**config.mk**
```make
export PLATFORM = sky130hd
export DESIGN_NAME = queue_table_cfg_ctrl
export DESIGN_NICKNAME = d
export VERILOG_FILES = /design/src/rtl/queue_table_cfg_ctrl.sv
export SDC_FILE = /design/constraint.sdc
export NUM_CORES = 1
export LEC_CHECK = 0
export BUFFER_PORTS_ARGS = -buffer_cell sky130_fd_sc_hd__buf_4
export CORE_MARGIN = 2
export CORE_UTILIZATION = 50
export DETAILED_ROUTE_END_ITERATION = 6
export PLACE_DENSITY = 0.95
export SYNTH_ARGS = -nofsm -noshare
export SYNTH_HDL_FRONTEND = slang
export SYNTH_SLANG_ARGS = --single-unit
```
**constraint.sdc**
```tcl
create_clock -name clk -period 6 [get_ports clk]
set_clock_uncertainty 0.05 [all_clocks]
set_input_delay 1.8 -clock clk [delete_from_list [all_inputs] [get_ports clk]]
set_output_delay 1.8 -clock clk [all_outputs]
set_load 0.02 [all_outputs]
```
**src/rtl/queue_table_cfg_ctrl.sv**
```systemverilog
// queue_table_cfg_ctrl: zero-sweeps the four per-queue tables, then serialises config reads/writes into single BRAM accesses.
module queue_table_cfg_ctrl #(
  parameter int NB_QUEUES  = 4,
  parameter int RB_AWIDTH  = 16,
  parameter int RD_LATENCY = 2,
  parameter int QAW        = $clog2(NB_QUEUES)
) (
  input  logic                 clk,
  input  logic                 rst_n,
  input  logic [RB_AWIDTH:0]   rb_size,
  input  logic                 cfg_valid,
  output logic                 cfg_ready,
  input  logic                 cfg_wr,
  input  logic [1:0]           cfg_field,
  input  logic [QAW-1:0]       cfg_queue_id,
  input  logic [31:0]          cfg_wr_data,
  output logic                 rsp_valid,
  input  logic                 rsp_ready,
  output logic [31:0]          rsp_data,
  output logic [QAW-1:0]       bram_addr,
  output logic [31:0]          bram_wr_data,
  output logic [3:0]           bram_wr_en,
  output logic [3:0]           bram_rd_en,
  input  logic [127:0]         bram_rd_data,
  output logic                 init_done,
  output logic [31:0]          bad_cfg_cnt
);
  localparam int CW = RD_LATENCY > 1 ? $clog2(RD_LATENCY) : 1;
  typedef enum logic [1:0] {INIT, IDLE, RD_WAIT, RSP} state_t;
  state_t state, state_nxt;
  logic [QAW-1:0] ptr, addr_nxt;
  logic [CW-1:0] cnt;
  logic [1:0] field;
  logic [31:0] wr_data_nxt;
  logic [3:0] sel, wr_en_nxt, rd_en_nxt;
  logic accept, bad_head, capture;
  assign cfg_ready = state == IDLE;
  assign accept = cfg_valid & cfg_ready;
  assign sel = 4'b1 << cfg_field;
  assign bad_head = cfg_field == 2'd1 && cfg_wr_data >= 32'(rb_size);
  assign capture = state == RD_WAIT && state_nxt == RSP;
  always_ff @(posedge clk or negedge rst_n)
    if (!rst_n) state <= INIT;
    else state <= state_nxt;
  always_comb begin
    state_nxt = state;
    case (state)
      INIT:    state_nxt = ptr == QAW'(NB_QUEUES - 1) ? IDLE : INIT;
      IDLE:    state_nxt = accept && !cfg_wr ? RD_WAIT : IDLE;
      RD_WAIT: state_nxt = cnt == CW'(RD_LATENCY - 1) ? RSP : RD_WAIT;
      RSP:     state_nxt = rsp_ready ? IDLE : RSP;
    endcase
  end
  always_comb begin
    addr_nxt    = state == INIT ? ptr : accept ? cfg_queue_id : bram_addr;
    wr_data_nxt = state == INIT ? '0 : accept && cfg_wr ? cfg_wr_data : bram_wr_data;
    wr_en_nxt   = state == INIT ? 4'hf : accept && cfg_wr && !bad_head ? sel : 4'h0;
    rd_en_nxt   = accept && !cfg_wr ? sel : 4'h0;
  end
  always_ff @(posedge clk or negedge rst_n)
    if (!rst_n) begin
      ptr          <= '0;
      cnt          <= '0;
      field        <= '0;
      bram_addr    <= '0;
      bram_wr_data <= '0;
      bram_wr_en   <= '0;
      bram_rd_en   <= '0;
      rsp_valid    <= 1'b0;
      rsp_data     <= '0;
      init_done    <= 1'b0;
      bad_cfg_cnt  <= '0;
    end else begin
      ptr          <= state == INIT ? ptr + 1'b1 : '0;
      cnt          <= state == RD_WAIT ? cnt + 1'b1 : '0;
      field        <= accept ? cfg_field : field;
      bram_addr    <= addr_nxt;
      bram_wr_data <= wr_data_nxt;
      bram_wr_en   <= wr_en_nxt;
      bram_rd_en   <= rd_en_nxt;
      init_done    <= init_done | (state == INIT && state_nxt == IDLE);
      // rejected head writes are still consumed; only the counter records them
      bad_cfg_cnt  <= accept && cfg_wr && bad_head && bad_cfg_cnt != '1 ? bad_cfg_cnt + 1'b1 : bad_cfg_cnt;
      rsp_valid    <= capture ? 1'b1 : state == RSP && rsp_ready ? 1'b0 : rsp_valid;
      rsp_data     <= capture ? bram_rd_data[{field, 5'd0} +: 32] : rsp_data;
    end
endmodule

```
==> metrics.md <==
| Metric | Value |
|---|---|
| Syn_area_per_cell | `11.39 um2` |
| VDD IR-drop max | `0.2353 mV` |
| Number of synthesized flops with an enable pin | `0` |
| Drt wl/cell | `19.02 um` |
| Place WS | `1.714 ns` |
| Top cell family by delay on the critical path | `compound AO/OA/AOI/OAI gates` |
| Placer Congestion | `0.8615` |
| Clock network power share | `26.9%` |
| Number of global-route vias before repair | `5735` |
| Synthesis-stage register bit count | `115` |
| Root buffer cell | `clkbuf_16` |
| CP bufs+invs | `2` |
| Critical path type | `input pin to flip-flop` |
| Area of the multi-input gates | `2895 um2` |
| Logic pwr share | `40.2%` |
| Max Cap Viol | `0` |
| DR vias/cell | `5.573` |
| Fmax | `257.9 MHz` |
| First-pass GRT wire length | `29610 um` |
| Area grow syn2layout | `48.32%` |
| Simple logic cell fraction of the synthesized area | `17.72%` |
| Die W | `113.4 um` |
| Cell Int Power | `2.437 mW` |
| Filler Cell Count | `751` |
| N_diodes | `0` |
| Reg2reg path depth | `7` |
| Pwr per Cell Area | `427.2 nW/um2` |
| Post-CTS Hold Fix Bufs | `0` |
| P_leak | `4.586 nW` |
| Final worst-path cycle share | `64.63%` |
| Unrepaired setup endpoints after global routing | `no` |
| Clk slew on worst S/H paths | `0.05 ns` |
| Share of flip-flops with an asynchronous set or reset | `100.0%` |
| Clock insertion delay at the later pin of the skew report | `0.40 ns` |
| CTS Buffer Depth | `2` |
| Max Slew Vio Count | `0` |
| Die ar. | `12860 um2` |
| Critical path required time | `6.22 ns` |
| Layout cells sized above 1 | `49.76%` |
| Worst Setup Start Kind | `input pin` |
| YS warnings | `0` |
| Setup violators final | `0` |
| Least-Margin Pin Slew | `1.041 ns` |
| Multiplexer area fraction after synthesis | `18.45%` |
| Cts repair resizes | `0` |
| Drt drc | `0` |
| Seq pwr share | `32.9%` |
| Seq/Total Area, Yosys | `48.11%` |
| Met1 usage | `34.64%` |
| Largest family of logic cells by synthesized area | `multiplexers` |
| Synth Flop Type | `dfrtp_1` |
| Total negative slack | `0 ns` |
| Grt ovf | `0` |
| 1st-pass router iterations | `4` |
| Largest net degree at the start of global routing | `74` |
| Tot Pwr | `3.790 mW` |
| Nets | `1018` |
| Hold Violations, Final | `0` |
| # IOs | `295` |
| Unique masters post-synth | `42` |
| Worst slew margin | `30.60%` |
| Hold crit path type | `flip-flop to flip-flop` |
| M3 GR Usage | `9.299%` |
| Crit. path cell count | `10` |
| Net switching power | `1.353 mW` |
| Num CTS Buffers | `17` |
| Total GRT Usage | `29.87%` |
| Setup Fix Bufs, Post-CTS | `0` |
| Height of the die | `113.4 um` |
| CP Cell Sequence | `buf_4 -> inv_1 -> ha_1 -> nor2b_1 -> o211ai_1 -> a21boi_0 -> o41a_1 -> o21ai_4 -> nor3_1 -> xor2_1` |
| Hold Path Depth | `1` |
| Compound-Gate Fraction of Synth Area | `3.723%` |
| Crit end category | `flip-flop` |
| Routed WL | `18430 um` |
| Worst-path fanout max | `24` |
| Arr. time, crit path | `4.10 ns` |
| Core ar. | `11560 um2` |
| GRT Max-Usage Layer | `met2` |
| FF+latch area | `2879 um2` |
| Slowest stage delay, CP | `0.64 ns` |
| Status | `complete, no violations` |
| CTS Sinks | `115` |
| Adder-Cell Fraction of Synth Area | `3.974%` |
| Synth Area in XOR/XNOR | `4.539%` |
| Post-Syn Instances | `525` |
| Switch share | `35.70%` |
| Initial antenna violation count | `0` |
| Routed via count | `5400` |
| CTS tree | `done` |
| Post-DRT Antenna Nets | `0` |
| GR Layer Usage met2 | `51.02%` |
| Synthesized cell area | `5982 um2` |
| H-tree depth | `4` |
| Syn Nets | `730` |
| Crit-path slowest cell | `o21ai_4` |
| Hpwl dp | `14160 um` |
| Port Buffers | `294` |
| Row count | `39` |
| DRT iter0 DRCs | `377` |
| Setup WS post-layout | `2.122 ns` |
| Initial Utilization | `51.73%` |
| Clock period minus worst slack | `3.878 ns` |
-- kinds of logic (layout without fill, tap and decap cells) --
logic type               count (synthesis)  in the layout
AND/OR/NAND/NOR                        214            214
flip-flops                             115            115
multiplexers                            66             66
buffers and inverters                   49            350
AO/OA/AOI/OAI                           31             31
XOR/XNOR                                31             31
adder cells (fa/ha/maj)                 19             19
-- power groups by stage --
stage | sequential [mW] | combinational (mW) | clock, mW
after floorplan | 1.43 | 0.672 | 0
after global placement | 1.24 | 1.49 | 0
after detailed placement | 1.26 | 1.52 | 0
after CTS | 1.25 | 1.53 | 1.03
after global routing | 1.29 | 1.62 | 1.07
final | 1.25 | 1.52 | 1.02
-- cells in the final DEF, fill, tap and decap left out, types with 5 or more instances in the layout --
cell type / netlist / final
mux4_2: 32 / 32
dfrtp_1: 115 / 114
o21ai_0: 6 / 6
a21oi_1: 9 / 9
nand4_1: 16 / 16
buf_4: 2 / 299
nor3_2: 7 / 7
ha_1: 19 / 19
inv_1: 19 / 19
and3_1: 10 / 10
mux2_2: 34 / 34
nand2_1: 86 / 86
xnor2_1: 8 / 8
clkbuf_16: 0 / 17
nor4_1: 5 / 5
nor3_1: 7 / 7
nand3_1: 45 / 45
xor2_1: 23 / 23
nor2_1: 22 / 22
-- area by class of cell --
cell class                 count  area share (%)
multi-input combinational    361           32.63
sequential                   115           32.45
timing repair buffer         299           25.30
clock buffer                  19           4.992
tap                          143           2.017
clock inverter                13           1.805
inverter                      19          0.8038
-- worst paths after layout --
check	from	end	slack, ns
hold / removal	init_done	init_done	0.42
max in group asynchronous	rst_n	rsp_data[11]	3.35
setup reg to reg	bad_cfg_cnt[3]	bad_cfg_cnt[21]	3.41
setup / recovery	rb_size[1]	bad_cfg_cnt[21]	2.12
min in group asynchronous	rst_n	bram_wr_data[9]	1.46
hold reg to reg	init_done	init_done	0.42
-- cell usage after synthesis (2+ instances only) --
cell type	n	area, um2
nand2_1	86	322.8
nand4_1	16	100.1
nor4_1	5	31.28
a21oi_1	9	45.04
xor2_1	23	201.4
nand2b_1	3	18.77
o22ai_1	4	25.02
clkbuf_1	18	67.56
ha_1	19	237.7
nor3_1	7	35.03
xnor2_1	8	70.07
buf_6	2	22.52
and3_1	10	62.56
buf_2	2	10.01
and2_1	2	12.51
mux4_2	32	720.7
inv_1	19	71.32
buf_4	2	15.01
o21ai_0	6	30.03
nor3_2	7	70.07
and4_1	3	26.28
dfrtp_1	115	2878
or2_2	2	12.51
o31ai_1	2	15.01
nor2b_1	3	18.77
nor2_1	22	82.58
nand3_1	45	225.2
mux2_2	34	382.9
buf_1	6	22.52
-- stage by stage --
| stage | hold slack (ns) | util [%] | cell area, um2 | instances |
|---|---|---|---|---|
| 4_1_cts | 0.4237 | 76.72 | 8872 | 969 |
| 3_5_place_dp | 0.4105 | 71.50 | 8269 | 937 |
| 6_report | 0.4219 | 76.72 | 8872 | 969 |
| 3_3_place_gp | 0.3923 | 71.50 | 8269 | 937 |
| 5_1_grt | 0.4309 | 76.72 | 8872 | 969 |
| 2_1_floorplan | 0.3831 | - | 5982 | 525 |
-- registers in the layout, indices dropped and copies added (netlist names) --
| name | cells |
|---|---|
| bad_cfg_cnt | 32 |
| bram_wr_data | 32 |
| rsp_data | 32 |
| bram_rd_en | 4 |
| bram_wr_en | 4 |
| bram_addr | 2 |
| field | 2 |
| ptr | 2 |
| state | 2 |
| cnt | 1 |
| init_done | 1 |
| rsp_valid | 1 |
-- routing by layer --
layer | part of all wire, % | routed length [um]
met4 | 4.0 | 745
met5 | 0 | 0
met2 | 50 | 9223
met3 | 8.7 | 1595
met1 | 37 | 6870
Power figures use the tool's default switching activity.
